--- config.mk ---
export PLATFORM = sky130hd
export DESIGN_NAME = snake_game_ctrl
export DESIGN_NICKNAME = d
export VERILOG_FILES = /design/src/rtl/snake_pkg.sv /design/src/rtl/snake_game_ctrl_bcd_inc2.sv /design/src/rtl/snake_game_ctrl.sv
export SDC_FILE = /design/constraint.sdc
export NUM_CORES = 1
export LEC_CHECK = 0
export CAP_MARGIN = 20
export CORE_AREA = 2 2 67 69
export DETAILED_ROUTE_END_ITERATION = 10
export DIE_AREA = 0 0 69 71
export DONT_BUFFER_PORTS = 1
export HOLD_SLACK_MARGIN = 0.05
export PLACE_DENSITY_LB_ADDON = 0.15
export SYNTH_ARGS = -nofsm -noshare
export SYNTH_HDL_FRONTEND = slang
export SYNTH_HIERARCHICAL = 1
export SYNTH_SLANG_ARGS = --single-unit
--- constraint.sdc ---
create_clock -name VGA_clk -period 2.5 [get_ports VGA_clk]
set_input_delay 0.375 -clock VGA_clk [delete_from_list [all_inputs] [get_ports VGA_clk]]
set_output_delay 0.375 -clock VGA_clk [all_outputs]
set_load 0.01 [all_outputs]
--- src/rtl/snake_pkg.sv ---
// Shared types and constants for the snake game-flow controller.
package snake_pkg;

    typedef enum logic [2:0] {
        IDLE      = 3'd0,
        COUNTDOWN = 3'd1,
        PLAY      = 3'd2,
        PAUSED    = 3'd3,
        DYING     = 3'd4,
        GAME_OVER = 3'd5
    } game_state_t;

    typedef logic [3:0] bcd_digit_t;

    localparam logic [2:0] MAX_LEVEL = 3'd7;
    localparam logic [7:0] SCORE_MAX = 8'h99;

endpackage

--- src/rtl/snake_game_ctrl_bcd_inc2.sv ---
// Two-digit BCD incrementer saturating at 99, plus a BCD greater-than compare.
module bcd_inc2
    import snake_pkg::*;
(
    input  logic [7:0] value,
    input  logic [7:0] other,
    output logic [7:0] incremented,
    output logic       greater
);

    bcd_digit_t tens, units, o_tens, o_units;

    assign tens    = value[7:4];
    assign units   = value[3:0];
    assign o_tens  = other[7:4];
    assign o_units = other[3:0];

    // NOTE: every output of a combinational block gets a default first, so no path leaves it unassigned (no latch).
    always_comb begin
        incremented = value;
        if (value != SCORE_MAX) begin
            if (units == 4'd9) incremented = {tens + 4'd1, 4'd0};
            else               incremented = {tens, units + 4'd1};
        end
    end

    // Tens digit dominates; units only break a tie.
    assign greater = (tens > o_tens) || ((tens == o_tens) && (units > o_units));

endmodule

--- src/rtl/snake_game_ctrl.sv ---
// Snake game-flow FSM, score-dependent move strobe and BCD score/high-score keeper.
// Define SNAKE_PAUSE_EN to enable the PAUSED state; otherwise pause_btn is ignored.
module snake_game_ctrl
    import snake_pkg::*;
#(
    parameter int FRAMES_BASE      = 8,
    parameter int FRAMES_MIN       = 2,
    parameter int APPLES_PER_LEVEL = 5,
    parameter int COUNTDOWN_FRAMES = 180,
    parameter int DYING_FRAMES     = 60
) (
    input  logic       VGA_clk,
    input  logic       reset,
    input  logic       start_btn,
    input  logic       pause_btn,
    input  logic       frame_tick,
    input  logic       eat,
    input  logic       lethal,
    output logic       play,
    output logic       update,
    output logic       game_over,
    output logic       paused,
    output logic [7:0] score_bcd,
    output logic [7:0] hiscore_bcd,
    output logic [2:0] level,
    output logic [2:0] state
);

`ifdef SNAKE_PAUSE_EN
    localparam bit PAUSE_EN = 1'b1;
`else
    localparam bit PAUSE_EN = 1'b0;
`endif

    localparam int TMR_MAX = (COUNTDOWN_FRAMES > DYING_FRAMES) ? COUNTDOWN_FRAMES : DYING_FRAMES;
    localparam int TMR_W   = $clog2(TMR_MAX + 1);
    localparam int APW     = $clog2(APPLES_PER_LEVEL + 1);
    localparam logic [TMR_W-1:0] CD_LAST    = TMR_W'(COUNTDOWN_FRAMES - 1);
    localparam logic [TMR_W-1:0] DY_LAST    = TMR_W'(DYING_FRAMES - 1);
    localparam logic [APW-1:0]   APPLE_LAST = APW'(APPLES_PER_LEVEL - 1);

    game_state_t      cur_state, nxt_state;
    logic             start_q, pause_q, start_edge, pause_edge, clear_game;
    logic [TMR_W-1:0] tmr;
    logic [APW-1:0]   apples;
    logic [3:0]       fcnt, period_q, period_calc;
    logic [7:0]       score_inc;
    logic             score_gt;

    assign start_edge = start_btn & ~start_q;
    assign pause_edge = PAUSE_EN & pause_btn & ~pause_q;

    // NOTE: registers use non-blocking assignments so every flop samples pre-edge values.
    always_ff @(posedge VGA_clk) begin
        if (reset) begin
            cur_state <= IDLE;
            start_q   <= 1'b0;
            pause_q   <= 1'b0;
            tmr       <= '0;
        end else begin
            cur_state <= nxt_state;
            start_q   <= start_btn;
            pause_q   <= pause_btn;
            if (nxt_state != cur_state)
                tmr <= '0;
            else if (frame_tick && (cur_state == COUNTDOWN || cur_state == DYING))
                tmr <= tmr + 1'b1;
        end
    end

    always_comb begin
        nxt_state  = cur_state;
        clear_game = 1'b0;
        unique case (cur_state)
            IDLE, GAME_OVER: if (start_edge) begin
                nxt_state  = COUNTDOWN;
                clear_game = 1'b1;
            end
            COUNTDOWN: if (frame_tick && tmr == CD_LAST) nxt_state = PLAY;
            PLAY: begin
                if (lethal)          nxt_state = DYING;
                else if (pause_edge) nxt_state = PAUSED;
            end
            PAUSED: begin
                if (start_edge)      nxt_state = IDLE;
                else if (pause_edge) nxt_state = PLAY;
            end
            DYING: if (frame_tick && tmr == DY_LAST) nxt_state = GAME_OVER;
            default: nxt_state = IDLE;
        endcase
    end

    always_comb begin
        if (FRAMES_BASE - int'(level) < FRAMES_MIN) period_calc = 4'(FRAMES_MIN);
        else                                        period_calc = 4'(FRAMES_BASE - int'(level));
    end

    bcd_inc2 u_bcd_inc2 (
        .value       (score_bcd),
        .other       (hiscore_bcd),
        .incremented (score_inc),
        .greater     (score_gt)
    );

    // The period register is only reloaded on a wrap, so a level change never cuts a count short.
    always_ff @(posedge VGA_clk) begin
        if (reset) begin
            update      <= 1'b0;
            fcnt        <= 4'd0;
            period_q    <= 4'(FRAMES_BASE);
            apples      <= '0;
            level       <= 3'd0;
            score_bcd   <= 8'h00;
            hiscore_bcd <= 8'h00;
        end else begin
            update <= 1'b0;
            if (clear_game) begin
                fcnt      <= 4'd0;
                period_q  <= 4'(FRAMES_BASE);
                apples    <= '0;
                level     <= 3'd0;
                score_bcd <= 8'h00;
            end else if (cur_state == PLAY) begin
                if (frame_tick) begin
                    if (fcnt == period_q - 4'd1) begin
                        fcnt     <= 4'd0;
                        period_q <= period_calc;
                        update   <= 1'b1;
                    end else begin
                        fcnt <= fcnt + 4'd1;
                    end
                end
                if (lethal) begin
                    if (score_gt) hiscore_bcd <= score_bcd;
                end else if (eat) begin
                    score_bcd <= score_inc;
                    if (apples == APPLE_LAST) begin
                        apples <= '0;
                        if (level != MAX_LEVEL) level <= level + 3'd1;
                    end else begin
                        apples <= apples + 1'b1;
                    end
                end
            end
        end
    end

    assign state     = cur_state;
    assign play      = (cur_state == PLAY) || (cur_state == PAUSED);
    assign game_over = (cur_state == DYING) || (cur_state == GAME_OVER);
    assign paused    = PAUSE_EN && (cur_state == PAUSED);

endmodule
==> out/metrics.csv <==
metric,value,unit
status,"finished, final reports clean",
dominant synthesized flop cell,dfxtp_1,
Worst R2R End,hiscore_bcd[3]$_SDFFE_PP0P_,
ant diodes,0,
peak supply drop,247.8,uV
die span in x,69,um
H-tree levels,2,
# setup viols final,0,
WP data arrival,2.24,ns
Root Driver,clkbuf_8,
start point of the worst hold path,reset,
Synth area leader,dfxtp_1,
crit-path cells,inv_1 > ha_1 > nand4_1 > a41oi_1 > a22o_1 > nand3_1 > mux2i_1 > nor2_1,
first drt pass iteration count,4,
Tmin final,2.051,ns
layout cell share with drive strength beyond 1,9.091,%
switching part of the total power,21.78,%
Synth async-reset ratio,0,%
setup bufs post-CTS,0,
WL/cell,12.55,um
Worst Setup EP,hiscore_bcd[3]$_SDFFE_PP0P_,
multi-input logic area,1399,um^2
# IOs,33,
num rows,24,
Worst R2R Start,hiscore_bcd[5]$_SDFFE_PP0P_,
clock network power share,37.2,%
total number of yosys warnings,6,
GR Overflow Total,0,
register area share after synthesis,35.72,%
crit-path max cell delay,0.41,ns
RSZ-0062 raised after global routing,false,
port bufs,0,
worst setup path class,register to register,
Layout area overhead,6.957,%
CORE AREA,4204,um^2
Synth area leaders,"dfxtp_1 (36%), ha_1 (9.3%), nand2_1 (5.6%)",
setup ws final,0.4492,ns
"Net Count, Synth",315,
Synth Register Bits,43,
CP Launch Type,register,
Max-slew headroom,63.11,%
post_cts resized,0,
Int Power,0.9222,mW
first-pass GRT wire length,7.748,mm
Critical Path Start,hiscore_bcd[5]$_SDFFE_PP0P_,
Logic pwr share,3.8,%
later-pin clock latency in the skew report,0.29,ns
Routed Antenna Nets,0,
"critical path fanouts, max",8,
Vias,1879,
Num CTS Buffers,5,
Initial Utilization,57.32,%
Tot Pwr,1.179,mW
Max Clock Freq,487.6,MHz
Post-synth EDFFs,0,
vias in the first global route,1797,
clock net sink count,43,
Reg area,860.8,um^2
largest net degree at the start of global routing,16,
Sw Pwr,0.2568,mW
top cell type's share of synthesized area,35.72,%
final hold vios,0,
period utilisation layout,82.03,%
Global Route Usage Sum,19.35,%
post-place setup slack,0.3997,ns
R2R Setup Slk,0.45,ns
CTS tree,yes,
vias per inst,5.384,
gp weighted congestion,0.7882,
Synth Instances,290,
hpwl dp,3.220,mm
Hold Worst Slack,0.1441,ns
synthesized area per cell,8.310,um^2
nets,322,
max-slew violations,0,
clock slew at reported path FFs,0.08,ns
worst clock skew,0.003967,ns
Worst Tran Pin Value,0.5527,ns
hold crit path type,primary input to register,
synth unique cells,48,
Leakage,1.043,nW
Die Footprint,4899,um^2
number of remaining DRC errors,0,
"Cell Area, Synth",2410,um^2
worst-case clock buffer depth,2,
PD cells,457.4,nW/um^2
initial antenna violation count,0,
maxcap violations,0,
Iter 0 DRT Violations,72,
number of fill cells,384,
Post-CTS Hold Buffers,0,
Die Span Y,71,um
required time of the critical path,2.69,ns
"wirelength, routed",4.380,mm
CP max stage cell,dfxtp_1,
CP Capture Type,register,
reg2reg path depth,8,
Flop pwr share,59.0,%
setup tns final,0,ns
==> worst max-delay path: cells and delay by family, from the launching register on <==
| family | cells | cell delay, ns |
|---|---|---|
| buffers and inverters | 1 | 0.06 |
| adder cells (fa/ha/maj) | 1 | 0.29 |
| AO/OA/AOI/OAI | 2 | 0.34 |
| multiplexers | 1 | 0.28 |
| flip-flops | 1 | 0.41 |
| AND/OR/NAND/NOR | 3 | 0.54 |
==> area by class of cell <==
cell class	count	area share [%]
clock buffers	6	3.204
clock inverters	1	0.1942
inverters	22	3.204
multi-input cells	214	54.27
flip-flops and latches	43	33.40
well taps	52	2.524
repair buffers	11	3.204
==> synth_stat cells (all sizes together) (4+ instances only) <==
cell and instances:
xor2 8, mux2i 11, nand2b 6, inv 22
clkbuf 4, ha 18, dfxtp 43, nor2 36
nand2 36, nor3 5, nor2b 7, a21oi 20
xnor2 13, o21ai 9, nand3 8, buf 7
==> cell families (layout without fill, tap and decap cells) <==
logic type | count (synthesis) | after routing | share of synthesized area, %
compound gates | 41 | 41 | 9.918
xor+xnor | 21 | 21 | 7.944
fa+ha+maj | 18 | 18 | 9.346
buf+inv | 33 | 40 | 6.230
flops | 43 | 43 | 35.72
mux | 12 | 12 | 5.036
other cells | 1 | 1 | 0.1556
simple gates | 121 | 121 | 25.65
==> layout by cell type (no fill, tap or decap), drive strengths merged, types with 9 or more instances in the layout <==
| master | Yosys | routed |
|---|---|---|
| mux2i | 11 | 11 |
| xnor2 | 13 | 13 |
| o21ai | 9 | 9 |
| ha | 18 | 18 |
| buf | 7 | 11 |
| dfxtp | 43 | 43 |
| nand2 | 36 | 36 |
| a21oi | 20 | 20 |
| nor2 | 36 | 36 |
| inv | 22 | 22 |
==> metrics by stage <==
step / util [%] / cells / instance area [um^2]
floorplan: - / 290 / 2410
global placement: 59.23 / 342 / 2490
detailed placement: 59.23 / 342 / 2490
CTS: 61.31 / 349 / 2577
global route: 61.31 / 349 / 2577
finish: 61.31 / 349 / 2577
==> routing by layer <==
metal  wire length, um  vias up  track usage [%]
met5                 0        -                0
met4                42        0            8.279
met2              2148       30            32.16
met3               144        4            5.556
li1                  -      984                -
met1              2044      861            23.50
==> worst min-delay path by stage <==
stage	to	slack, ns	cells after the start
final	hiscore_bcd[6]$_SDFFE_PP0P_	0.14	1
after global placement	hiscore_bcd[2]$_SDFFE_PP0P_	0.45	1
after detailed placement	state[2]$_SDFF_PP0_	0.45	1
after CTS	hiscore_bcd[6]$_SDFFE_PP0P_	0.13	1
after floorplan	start_q$_SDFF_PP0_	0.45	1
after global routing	hiscore_bcd[2]$_SDFFE_PP0P_	0.13	1
==> sequential cells by signal (all words and copies together) (netlist names) <==
name         count
start_q          1
period_q         4
hiscore_bcd      8
fcnt             4
state            3
score_bcd        8
update           1
tmr              8
apples           3
level            3
==> power by group through the flow <==
stage | clock [mW] | sequential [mW] | combinational [mW]
6_report | 0.438 | 0.696 | 0.0446
3_3_place_gp | 0 | 0.712 | 0.0451
2_1_floorplan | 0 | 0.708 | 0.0454
3_5_place_dp | 0 | 0.712 | 0.0452
4_1_cts | 0.458 | 0.696 | 0.0454
5_1_grt | 0.489 | 0.697 | 0.0503
Note: power is estimated with default switching activity, not from simulation.
